File: src/rtl/otp_pkg.sv
// Shared constants for the OTP generator: state encoding, LFSR tap mask,
// default seed and per-digit reject limit, plus the LFSR step function.
package otp_pkg;

    localparam logic [1:0] ST_IDLE    = 2'd0;
    localparam logic [1:0] ST_COLLECT = 2'd1;
    localparam logic [1:0] ST_DONE    = 2'd2;

    localparam logic [15:0] OTP_TAP_MASK = 16'hB400;
    localparam logic [15:0] SEED_DEFAULT = 16'hACE1;
    localparam int unsigned MAX_REJECT   = 63;

    function automatic logic [15:0] lfsr_next(input logic [15:0] s);
        return (s >> 1) ^ (s[0] ? OTP_TAP_MASK : 16'h0000);
    endfunction

endpackage

File: src/rtl/otp_lfsr.sv
// 16-bit right-shifting Galois LFSR with load and step controls.
// A zero load value is replaced by the default seed so the state never locks up.
module otp_lfsr #(
    parameter logic [15:0] SEED_VAL = otp_pkg::SEED_DEFAULT
) (
    input  logic        clk,
    input  logic        reset,
    input  logic        step,
    input  logic        load,
    input  logic [15:0] load_val,
    output logic [15:0] q
);
    import otp_pkg::*;

    logic [15:0] r_q;

    // Reset wins over load, load wins over step.
    always_ff @(posedge clk) begin
        if (reset) begin
            r_q <= SEED_VAL;
        end else if (load) begin
            r_q <= (load_val == 16'h0000) ? SEED_VAL : load_val;
        end else if (step) begin
            r_q <= lfsr_next(r_q);
        end
    end

    assign q = r_q;

endmodule

File: src/rtl/otp_gen_ctrl.sv
// OTP generator: draws four BCD digits from an LFSR by rejection sampling.
// Define OTP_FREE_RUN_EN to let the LFSR advance while idle.
module otp_gen_ctrl #(
    parameter int unsigned MAX_REJECT   = otp_pkg::MAX_REJECT,
    parameter logic [15:0] SEED_DEFAULT = otp_pkg::SEED_DEFAULT
) (
    input  logic        clk,
    input  logic        reset,
    input  logic        gen_req,
    input  logic        seed_load,
    input  logic [15:0] seed,
    output logic [15:0] otp_digit,
    output logic        otp_latch,
    output logic        gen_busy,
    output logic        gen_fallback
);
    import otp_pkg::*;

    localparam logic [15:0] LP_MAX_REJ = 16'(MAX_REJECT);

    logic [1:0]  r_state;
    logic [1:0]  r_idx;
    logic [15:0] r_rej_cnt;
    logic [15:0] r_shadow;
    logic [15:0] r_otp;
    logic        r_latch;
    logic        r_fallback;

    logic [15:0] w_lfsr_q;
    logic        w_step;
    logic [3:0]  w_cand;
    logic        w_force;
    logic        w_accept;
    logic [3:0]  w_digit;
    logic [15:0] w_shadow_nxt;

    otp_lfsr #(
        .SEED_VAL (SEED_DEFAULT)
    ) u_lfsr (
        .clk      (clk),
        .reset    (reset),
        .step     (w_step),
        .load     (seed_load),
        .load_val (seed),
        .q        (w_lfsr_q)
    );

`ifdef OTP_FREE_RUN_EN
    assign w_step = (r_state == ST_COLLECT) || (r_state == ST_IDLE);
`else
    assign w_step = (r_state == ST_COLLECT);
`endif

    assign w_cand   = w_lfsr_q[3:0];
    assign w_force  = (r_rej_cnt == LP_MAX_REJ);
    assign w_accept = (w_cand <= 4'd9) || w_force;
    assign w_digit  = (w_cand >= 4'd10) ? (w_cand - 4'd10) : w_cand;

    // Shadow register with the current candidate placed at the digit index.
    always_comb begin
        w_shadow_nxt = r_shadow;
        case (r_idx)
            2'd0:    w_shadow_nxt[15:12] = w_digit;
            2'd1:    w_shadow_nxt[11:8]  = w_digit;
            2'd2:    w_shadow_nxt[7:4]   = w_digit;
            default: w_shadow_nxt[3:0]   = w_digit;
        endcase
    end

    // Control FSM: collect digits, publish the full OTP in one edge.
    always_ff @(posedge clk) begin
        if (reset) begin
            r_state    <= ST_IDLE;
            r_idx      <= 2'd0;
            r_rej_cnt  <= 16'd0;
            r_shadow   <= 16'h0000;
            r_otp      <= 16'h0000;
            r_latch    <= 1'b0;
            r_fallback <= 1'b0;
        end else if (seed_load) begin
            r_state   <= ST_IDLE;
            r_idx     <= 2'd0;
            r_rej_cnt <= 16'd0;
            r_latch   <= 1'b0;
        end else begin
            r_latch <= 1'b0;
            case (r_state)
                ST_IDLE: begin
                    if (gen_req) begin
                        r_state    <= ST_COLLECT;
                        r_idx      <= 2'd0;
                        r_rej_cnt  <= 16'd0;
                        r_shadow   <= 16'h0000;
                        r_fallback <= 1'b0;
                    end
                end
                ST_COLLECT: begin
                    if (w_accept) begin
                        r_shadow  <= w_shadow_nxt;
                        r_rej_cnt <= 16'd0;
                        if (w_force) begin
                            r_fallback <= 1'b1;
                        end
                        if (r_idx == 2'd3) begin
                            r_otp   <= w_shadow_nxt;
                            r_latch <= 1'b1;
                            r_state <= ST_DONE;
                            r_idx   <= 2'd0;
                        end else begin
                            r_idx <= r_idx + 2'd1;
                        end
                    end else begin
                        r_rej_cnt <= r_rej_cnt + 16'd1;
                    end
                end
                ST_DONE: begin
                    r_state <= ST_IDLE;
                end
                default: begin
                    r_state <= ST_IDLE;
                end
            endcase
        end
    end

    assign otp_digit    = r_otp;
    assign otp_latch    = r_latch;
    assign gen_busy     = (r_state != ST_IDLE);
    assign gen_fallback = r_fallback;

endmodule
File: config.mk
export PLATFORM = sky130hd
export DESIGN_NAME = otp_gen_ctrl
export DESIGN_NICKNAME = d
export VERILOG_FILES = /design/src/rtl/otp_pkg.sv /design/src/rtl/otp_lfsr.sv /design/src/rtl/otp_gen_ctrl.sv
export SDC_FILE = /design/constraint.sdc
export NUM_CORES = 1
export LEC_CHECK = 0
export CAP_MARGIN = 10
export CORE_MARGIN = 1.5
export CORE_UTILIZATION = 40
export DETAILED_ROUTE_END_ITERATION = 8
export MAX_ROUTING_LAYER = met4
export SYNTH_ARGS = -nofsm -noshare
export SYNTH_HDL_FRONTEND = slang
export SYNTH_HIERARCHICAL = 1
export SYNTH_SLANG_ARGS = --single-unit
File: constraint.sdc
create_clock -name clk -period 5.9 [get_ports clk]
set_clock_uncertainty 0.05 [all_clocks]
set_input_delay 0.59 -clock clk [delete_from_list [all_inputs] [get_ports clk]]
set_output_delay 0.59 -clock clk [all_outputs]
set_load 0.03 [all_outputs]
==> impl_results.md <==
* Status: finished, final reports clean
* Gpl congestion at between 0.8 and 0.9
* Worst hold path startpoint: otp_digit[13]
* Layout filler cell count at between 700 and 800
* # setup viols final at 0
* PD cells at 252 mW/mm^2
* Routed Antenna Nets at 0
* Critical path class: register to register
* Final setup TNS at 0 ns
* Synth Warn # at 6
* Core area at between 0.007 and 0.008 sq mm
* Worst Path Arrival at around 3.0 ns
* Hold buffers post-CTS at 0
* Int Pwr at between 0.7 and 0.8 mW
* Min-Delay Path Class: register to register
* Root Buffer: clkbuf_8
* Maximum vdd ir drop at approximately 120 uV
* Ant diodes at 0
* PortBufs at 38
* RR Startpoint: r_rej_cnt[7]
* Final Util at 0.493
* CP Cell Sequence: or4_4 -> nor4_4 -> nor2_1 -> o21ai_1 -> o22ai_1
* Rel. slew slack at 0.295
* Vias after detailed routing at about 2.7k
* Switching part of the total power at 0.244
* Row count at 32
* Grt ovf at 0
* Max Clock Freq at about 350 MHz
* Max-cap violations at 0
* Seq/Total Area, Yosys at 0.411
* Final Hold Vio Count at 0
* Measured slew at the worst slew-check pin at between 1 and 1.5 ns
* Post-synth EDFFs at 0
* Main synth FF type: dfxtp_1
* Num Clock Sinks at 66
* Worst Hold End: otp_digit[13]
* CTS H-tree lvls at 3
* Post_cts resized at 0
* Die X-Extent at between 90 and 100 um
* Crit-path max cell delay at roughly 0.79 ns
* Drt wl/cell at about 14 um
* Worst Hold Depth at 2
* Period utilisation layout at 0.490
* FFs w/ async S/R, synth at 0
* Clock transition at path regs at roughly 0.08 ns
* Worst EP required at 6.04 ns
* Skew-Pair Late Insertion Delay at approximately 0.34 ns
* Initial antenna violation count at 0
* DR iter-0 viols at 119
* Final WL at 6860 um
* R2R Setup Slk at around 3.0 ns
* Largest net degree at the start of global routing at 61
* Die height at between 90 and 100 um
* First-pass GRT wire length at around 12000 um
* Cell Area, Synth at 0.00321 sq mm
* Max Slew Vio Count at 0
* DRC viols at 0
* Avg Synthesized Cell Area at about 8.9 sq um
* Placed cell areas at 0.00361 sq mm
* Leakage at between 1 and 1.5 nW
* Crit path capture type: register
* Vias in the first global route at between 2k and 2.5k
* Clock Path Buffers at 2
* R2r endpoint: r_idx[1]
* Clock power share at 0.432
* # Post-CTS Setup Buffers at 0
* Worst setup SP type: register
* Crit-path slowest cell: o21ai_1
* Synth cell types at 52
* Die area at ~0.0086 sq mm
* CP Max Fanout at 13
* I/O Pins at 39
* Initial core utilization at 0.414
* Dpl hpwl at 4650 um
* Register share of total power at 0.481
* Nets at 420
* Area Growth Syn to Fin at 19.1%
* Post-synthesis cell count at ~360
* Synthesized Nets at between 300 and 400
* Min Tclk post-route at slightly below 3 ns
* #FFs+latches synth at 66
* CTS tree: yes
* R2R depth at 5
* Switching power total at roughly 0.24 mW
* Layout cells sized above 1 at 0.0977
* Via density at roughly 5.3
* RSZ-0062 raised after global routing: no
* TritonCTS buffer count at 9
* First drt pass iteration count at 4
* Gr usage total at 0.181
* Post-route cell area at between 0.003 and 0.004 sq mm
* Comb pwr share at 0.087
[cell type report]
cell class / instances / area [sq um] / share of cell area
inverters: 18 / 67.6 / 0.0177
well taps: 102 / 128 / 0.0333
multi-input cells: 260 / 1710 / 0.447
clock buffers: 9 / 124 / 0.0324
clock inverters: 7 / 93.8 / 0.0245
repair buffers: 39 / 383 / 0.100
flip-flops and latches: 66 / 1320 / 0.345
[state kept, by name, indices dropped and copies added, names as in the netlist]
signal        count
otp_digit        16
r_idx             2
otp_latch         1
r_shadow         12
r_rej_cnt        16
u_lfsr/q         16
r_state           2
gen_fallback      1
[metal layers]
layer | vias up | routed length (um) | GRT usage
met5 | - | 0 | -
met4 | 0 | 101 | 0.0720
met3 | 11 | 299 | 0.0353
met2 | 65 | 2820 | 0.257
met1 | 1232 | 3640 | 0.253
li1 | 1367 | - | -
[cells by family (layout without fill, tap and decap cells)]
| logic type | after synthesis | count (layout) | synth area share |
|---|---|---|---|
| and+or+nand+nor | 134 | 134 | 0.225 |
| DFF | 66 | 66 | 0.411 |
| xor gates and xnor gates | 11 | 11 | 0.0300 |
| muxes | 23 | 23 | 0.0747 |
| buffers and inverters | 37 | 73 | 0.0568 |
| AOI/OAI and AO/OA | 86 | 86 | 0.179 |
| adders and majority gates | 6 | 6 | 0.0234 |
[per-stage QoR]
stage / hold WS [ns] / instances / total power [mW] / setup WS [ns]
floorplan: 0.383 / 363 / 0.529 / 3.89
global placement: 0.394 / 485 / 0.557 / 3.06
detailed placement: 0.396 / 485 / 0.558 / 2.99
CTS: 0.407 / 501 / 0.978 / 2.98
global route: 0.427 / 501 / 1.01 / 2.73
finish: 0.404 / 501 / 0.965 / 3.01
[worst max-delay path, delay by kind of cell, from the launching register on]
family	cells	cell delay, ns
flip-flops	1	0.35
AND/OR/NAND/NOR	3	1.40
AO/OA/AOI/OAI	2	0.93
[cells in the final DEF (no fill, tap or decap), drive strengths merged, types with 8 or more instances in the layout]
cell type / count
a211oi: 8
a21oi: 28
a22oi: 8
clkbuf: 9
clkdlybuf4s50: 37
dfxtp: 66
inv: 18
mux2: 8
mux2i: 15
nand2: 36
nand2b: 8
nand4: 10
nor2: 46
nor3b: 8
o21ai: 8
o32ai: 12
xor2: 9
[cell usage after synthesis, types with 7 or more instances]
library cell	count	share of area
a211oi_1	8	0.019
a21oi_1	28	0.044
a22oi_1	8	0.019
clkbuf_1	10	0.012
dfxtp_1	66	0.41
inv_1	18	0.021
mux2_2	7	0.025
mux2i_1	15	0.047
nand2_1	36	0.042
nand2b_1	8	0.016
nand4_1	9	0.018
nor2_1	45	0.053
nor3b_1	8	0.019
o32ai_1	12	0.033
xor2_1	9	0.025
[worst max-delay path by stage]
stage	from	endpoint	slack, ns	depth (start not counted)
2_1_floorplan	r_rej_cnt[9]	r_rej_cnt[0]	3.89	6
3_3_place_gp	r_rej_cnt[9]	r_idx[1]	3.06	5
3_5_place_dp	r_rej_cnt[9]	r_idx[1]	2.99	5
4_1_cts	r_rej_cnt[9]	r_idx[1]	2.98	5
5_1_grt	r_rej_cnt[7]	r_idx[1]	2.73	5
6_report	r_rej_cnt[7]	r_idx[1]	3.01	5
[power by group through the flow]
stage | Sequential, mW | Combinational, mW | Clock, mW
floorplan | 0.471 | 0.0578 | 0
global placement | 0.474 | 0.0822 | 0
detailed placement | 0.475 | 0.0832 | 0
CTS | 0.464 | 0.0837 | 0.430
global route | 0.466 | 0.0930 | 0.452
finish | 0.464 | 0.0835 | 0.417
Power figures use the tool's default switching activity.
